**src/rtl/nb_pkg.sv**
```systemverilog
// nb_pkg: shared definitions for the boot-time instruction loader.
//   NOP_INSN       - filler word written into unused imem locations (ADDI x0,x0,0)
//   IMEM_DEPTH     - default instruction memory depth in 32-bit words
//   loader_state_t - loader FSM state encoding
package nb_pkg;

  localparam logic [31:0] NOP_INSN   = 32'h0000_0013;
  localparam int          IMEM_DEPTH = 2048;

  typedef enum logic [2:0] {
    HDR0 = 3'd0,
    HDR1 = 3'd1,
    DATA = 3'd2,
    FILL = 3'd3,
    RUN  = 3'd4,
    ERR  = 3'd5
  } loader_state_t;

endpackage

```
**src/rtl/byte_packer.sv**
```systemverilog
// byte_packer: assembles four little-endian bytes into one 32-bit word.
//   clk, rst_n  - clock and asynchronous active-low reset (discards a partial word)
//   push        - a payload byte is accepted this cycle
//   data        - the payload byte
//   word_valid  - high for the cycle in which the 4th byte of a word is pushed
//   word        - completed word, valid together with word_valid
module byte_packer (
  input  logic        clk,
  input  logic        rst_n,
  input  logic        push,
  input  logic [7:0]  data,
  output logic        word_valid,
  output logic [31:0] word
);

  logic [1:0]  idx;
  logic [31:0] sr;

  // Byte k of a word is stored straight into lane k, so no reordering is
  // needed when the word completes.
  always_ff @(posedge clk or negedge rst_n) begin
    if (!rst_n) begin
      idx <= '0;
      sr  <= '0;
    end else if (push) begin
      idx                   <= idx + 2'd1;
      sr[{idx, 3'b000} +: 8] <= data;
    end
  end

  // The completed word is presented in the same cycle as its 4th byte so the
  // loader can register the write on that handshake edge; the lane being
  // pushed is taken from the input rather than from the not-yet-updated sr.
  always_comb begin
    word                     = sr;
    word[{idx, 3'b000} +: 8] = data;
    word_valid               = push && (idx == 2'd3);
  end

endmodule

```
**src/rtl/imem_loader.sv**
```systemverilog
// imem_loader: boot-time program loader in front of the single-cycle CPU.
// Receives a byte stream (2-byte little-endian word count N, then N
// little-endian 32-bit words), writes the words to imem, fills the remaining
// locations with NOP and then releases the CPU from reset.
//   clk, rst_n   - clock and asynchronous active-low reset
//   in_valid     - byte-stream valid
//   in_data      - byte-stream data
//   in_ready     - loader accepts a byte this cycle (state-derived, registered)
//   imem_we      - imem write strobe, one word per asserted cycle
//   imem_addr    - imem word address
//   imem_wdata   - imem write data
//   cpu_rst_n    - active-low CPU reset, released once the image is complete
//   done         - image written and CPU released
//   err          - illegal header (N==0 or N>DEPTH); locked until rst_n
module imem_loader
  import nb_pkg::*;
#(
  parameter int DEPTH  = IMEM_DEPTH,
  parameter int ADDR_W = 11
) (
  input  logic              clk,
  input  logic              rst_n,
  input  logic              in_valid,
  input  logic [7:0]        in_data,
  output logic              in_ready,
  output logic              imem_we,
  output logic [ADDR_W-1:0] imem_addr,
  output logic [31:0]       imem_wdata,
  output logic              cpu_rst_n,
  output logic              done,
  output logic              err
);

  localparam logic [16:0] DEPTH_W17 = 17'(DEPTH);
  localparam logic [15:0] DEPTH_W16 = 16'(DEPTH);
  localparam logic [15:0] LAST_ADDR = 16'(DEPTH - 1);

  loader_state_t state, next_state;

  logic [7:0]  count_lo, next_count_lo;
  logic [15:0] count, next_count;
  logic [15:0] word_cnt, next_word_cnt;
  logic [15:0] hdr_n;
  logic        accept;
  logic        push;
  logic        word_valid;
  logic [31:0] word;
  logic        wr_en;
  logic [31:0] wr_data;

  // in_ready is a registered copy of "state accepts bytes", so the handshake
  // never depends combinationally on in_valid.
  assign accept = in_valid && in_ready;
  assign push   = accept && (state == DATA);
  assign hdr_n  = {in_data, count_lo};

  byte_packer u_packer (
    .clk        (clk),
    .rst_n      (rst_n),
    .push       (push),
    .data       (in_data),
    .word_valid (word_valid),
    .word       (word)
  );

  // State register plus all registered outputs. done/cpu_rst_n follow the
  // RUN state one cycle late so they rise the cycle after the final write;
  // err and in_ready follow the next state so they change right after the
  // handshake that causes the transition.
  always_ff @(posedge clk or negedge rst_n) begin
    if (!rst_n) begin
      state      <= HDR0;
      count_lo   <= '0;
      count      <= '0;
      word_cnt   <= '0;
      in_ready   <= 1'b1;
      imem_we    <= 1'b0;
      imem_addr  <= '0;
      imem_wdata <= '0;
      cpu_rst_n  <= 1'b0;
      done       <= 1'b0;
      err        <= 1'b0;
    end else begin
      state     <= next_state;
      count_lo  <= next_count_lo;
      count     <= next_count;
      word_cnt  <= next_word_cnt;
      in_ready  <= (next_state == HDR0) || (next_state == HDR1) ||
                   (next_state == DATA);
      imem_we   <= wr_en;
      if (wr_en) begin
        imem_addr  <= word_cnt[ADDR_W-1:0];
        imem_wdata <= wr_data;
      end
      cpu_rst_n <= (state == RUN);
      done      <= (state == RUN);
      err       <= (next_state == ERR);
    end
  end

  // Next-state logic and the write mux (packer word in DATA, NOP in FILL).
  // The word counter doubles as the write address for both phases, so FILL
  // continues seamlessly from address N.
  always_comb begin
    next_state    = state;
    next_count_lo = count_lo;
    next_count    = count;
    next_word_cnt = word_cnt;
    wr_en         = 1'b0;
    wr_data       = NOP_INSN;

    case (state)
      HDR0: begin
        if (accept) begin
          next_count_lo = in_data;
          next_state    = HDR1;
        end
      end

      HDR1: begin
        if (accept) begin
          next_count    = hdr_n;
          next_word_cnt = '0;
          if ((hdr_n == 16'd0) || ({1'b0, hdr_n} > DEPTH_W17)) begin
            next_state = ERR;
          end else begin
            next_state = DATA;
          end
        end
      end

      DATA: begin
        if (word_valid) begin
          wr_en         = 1'b1;
          wr_data       = word;
          next_word_cnt = word_cnt + 16'd1;
          if (word_cnt == count - 16'd1) begin
            next_state = (count == DEPTH_W16) ? RUN : FILL;
          end
        end
      end

      FILL: begin
        wr_en         = 1'b1;
        wr_data       = NOP_INSN;
        next_word_cnt = word_cnt + 16'd1;
        if (word_cnt == LAST_ADDR) begin
          next_state = RUN;
        end
      end

      RUN: begin
        next_state = RUN;
      end

      ERR: begin
        next_state = ERR;
      end

      default: begin
        next_state = HDR0;
      end
    endcase
  end

endmodule

```
**config.mk**
```make
export PLATFORM = sky130hd
export DESIGN_NAME = imem_loader
export DESIGN_NICKNAME = d
export VERILOG_FILES = /design/src/rtl/nb_pkg.sv /design/src/rtl/byte_packer.sv /design/src/rtl/imem_loader.sv
export SDC_FILE = /design/constraint.sdc
export NUM_CORES = 1
export LEC_CHECK = 0
export CORE_UTILIZATION = 50
export CTS_CLUSTER_DIAMETER = 50
export CTS_CLUSTER_SIZE = 25
export DETAILED_ROUTE_END_ITERATION = 12
export DONT_BUFFER_PORTS = 1
export GPL_ROUTABILITY_DRIVEN = 1
export PLACE_DENSITY = 0.64
export SYNTH_ARGS = -nofsm -noshare
export SYNTH_HDL_FRONTEND = slang
export SYNTH_HIERARCHICAL = 1
export SYNTH_SLANG_ARGS = --single-unit
```
**constraint.sdc**
```tcl
create_clock -name clk -period 5.8 [get_ports clk]
set_clock_uncertainty 0.1 [all_clocks]
set_input_delay 0.29 -clock clk [delete_from_list [all_inputs] [get_ports clk]]
set_output_delay 0.29 -clock clk [all_outputs]
set_load 0.01 [all_outputs]
```
==> metrics.txt <==
status=completed; leading cell type in the layout, fill and taps excluded=dfrtp_1; worst endpoint required time=6.00 ns; Placed Area=between 0.006 and 0.007 mm2; vias per cell=6.18; clock latency on the worst-skew pair=0.42 ns; synth unique cells=67; DP HPWL=11000 um; setup ws final=2.26 ns; htree depth=4; crit path max fanout=21; CP arrival=3.74 ns; area grow syn2layout=10.4%; Mapped Cells=around 700; nets=695; Avg WL per Cell=~20 um; R2R Path Start=u_packer/idx[0]; share of cells above drive strength 1=13.6%; worst-margin pin slew=0.995 ns; Rows=41; initial antenna violation count=0; crit path kind=flip-flop to flip-flop; hold path start=in_data[7]; Ys Warns=6; final hold vios=0; IO Port Bufs=0; Worst slew margin=33.6%; met3 usage=6.44%; total CTS buffers=17; Final Instance Area=0.00738 mm2; hold endpoint=u_packer/sr[31]; clk slew on worst S/H paths=around 0.06 ns; reg2reg end=word_cnt[14]; Die Y=118 um; max-cap violations=0; clk buf depth=2; Post-synth EDFFs=0; met2 usage=36.1%; FFs w/ async S/R, synth=100%; post-synthesis sequential area ratio=46.4%; Top FF cell, synth=dfrtp_1; total track usage=26.7%; Post-Syn Nets=712; first-pass GRT wire length=28600 um; RSZ-0062 raised after global routing=no; via count=approximately 5300; antenna viol nets, final=0; sinks on the clock net=124; power per cell area=344 mW/mm2; CP startpoint kind=flip-flop; number of global-route vias before repair=4998; Peak supply drop=0.000195 V; CTS tree=yes; syn_area_per_cell=between 9 and 10 um2; starting DRC count in detailed routing=712; Final setup viols=0; hold-critical path depth=2; largest net degree at the start of global routing=125; starting density of the core=52.2%; Crit. End Element=flip-flop; cells on worst reg2reg path=10; Hold Path Class=input pin to flip-flop; Hold Slack=0.0219 ns; die extent in x=118 um; CTS Root Buffer Type=clkbuf_16; Slew Viols, Final=0; antenna cells=0; post-route clock period utilization=61.1%; drt first pass iters=7; met1 usage=41.3%; die outline area=0.0138 mm2; post-synthesis instance area=approximately 0.0067 mm2; core area=0.0128 mm2; Placement Setup Slack=roughly 2.3 ns; post-route setup TNS=0 ns; RD Place Congestion=0.849; fmax=282 MHz; GRT overflow=0; flops & latches, synth=124; layer with the highest usage=met1; Final Critical Period=~3.5 ns; PostCTS Resize Cnt=0; Power Total=2.54 mW; I/O pin cnt=59; final wirelength=17500 um; commonest non-fill, non-tap cells in the layout=dfrtp_1 (123), nand2_1 (92), o21ai_0 (45), inv_1 (36), a31oi_1 (31); Worst R2R Setup Slack=around 2.3 ns; DRC violations left=0; leak pwr=3.14 nW
## logic make-up (layout without fill, tap and decap cells)
group,after synthesis,after routing,share of synthesized area (%)
AND/OR/NAND/NOR,248,248,19.5
AO/OA/AOI/OAI,170,170,18.6
flip-flops,124,124,46.4
buffers and inverters,91,87,6.34
XOR/XNOR,34,34,4.45
multiplexers,20,20,3.37
adder cells (fa/ha/maj),7,7,1.31
## critical path, cell delays in order, from the launching register on
cell     delay (ns)
dfrtp_1        0.65
ha_1           0.65
nand2_1        0.37
inv_2          0.37
o21ai_0        0.16
a21oi_1        0.32
and3_1         0.27
nand2_1        0.06
or2_2          0.29
xor2_1         0.13
nor2_1         0.05
## power breakdown
group	internal, mW	leakage, nW	switching (mW)
Clock	0.595	0.271	0.417
Sequential	0.959	1.52	0.137
Combinational	0.196	1.35	0.233
## registers in the layout, indices dropped and copies added, names as in the netlist
| name | cells |
|---|---|
| in_ready | 1 |
| state | 3 |
| count_lo | 8 |
| err | 1 |
| done | 1 |
| imem_we | 1 |
| u_packer/sr | 32 |
| u_packer/idx | 2 |
| imem_wdata | 32 |
| imem_addr | 11 |
| count | 16 |
| word_cnt | 16 |
## synth_stat cells, types with 7 or more instances
| cell type | count | area share, % |
|---|---|---|
| dfrtp_1 | 123 | 46 |
| nand2_1 | 92 | 5.2 |
| o21ai_0 | 45 | 3.4 |
| inv_1 | 37 | 2.1 |
| clkbuf_1 | 34 | 1.9 |
| a31oi_1 | 31 | 2.9 |
| nor2_1 | 31 | 1.7 |
| nor2b_1 | 29 | 2.7 |
| nand3_1 | 23 | 1.7 |
| xor2_1 | 23 | 3.0 |
| o22ai_1 | 22 | 2.1 |
| mux2_2 | 20 | 3.4 |
| o2bb2ai_1 | 16 | 2.1 |
| nand4_1 | 13 | 1.2 |
| nand4b_1 | 13 | 1.7 |
| xnor2_1 | 11 | 1.4 |
| a22o_1 | 10 | 1.3 |
| nor3_1 | 10 | 0.75 |
| a32o_1 | 8 | 1.2 |
| nor4_1 | 8 | 0.75 |
| o2bb2ai_2 | 8 | 1.8 |
| buf_6 | 7 | 1.2 |
| ha_1 | 7 | 1.3 |
## per-stage QoR
stage,utilization [%],cells
4_1_cts,57.6,862
3_5_place_dp,52.2,820
3_3_place_gp,52.2,820
5_1_grt,57.6,862
6_report,57.6,862
2_1_floorplan,-,694
## per-layer routing
metal  vias up  part of all wire [%]
met2       202                    42
met1      2655                    48
met4         0                   1.1
li1       2456                     -
met5         -                     0
met3        17                   8.5
## area by class of cell
type	instances	area (um2)
Sequential cell	124	3100
Inverter	37	139
Clock inverter	15	141
Multi-Input combinational cell	479	3180
Timing Repair Buffer	18	178
Tap cell	172	215
Fill cell	1110	5440
Clock buffer	17	425
## timing repair
| action | in CTS | in global routing |
|---|---|---|
| endpoints found under the hold margin | 171 | 0 |
| setup buffers | 0 | 0 |
| hold buffers | 10 | 0 |
## worst max-delay path by stage
| stage | from | end | depth (start not counted) |
|---|---|---|---|
| floorplan | state[2] | state[0] | 14 |
| global placement | u_packer/idx[0] | word_cnt[14] | 10 |
| detailed placement | u_packer/idx[0] | word_cnt[14] | 10 |
| CTS | u_packer/idx[0] | word_cnt[14] | 10 |
| global route | u_packer/idx[0] | word_cnt[14] | 10 |
| finish | u_packer/idx[0] | word_cnt[14] | 10 |
Note: power is estimated with default switching activity, not from simulation.
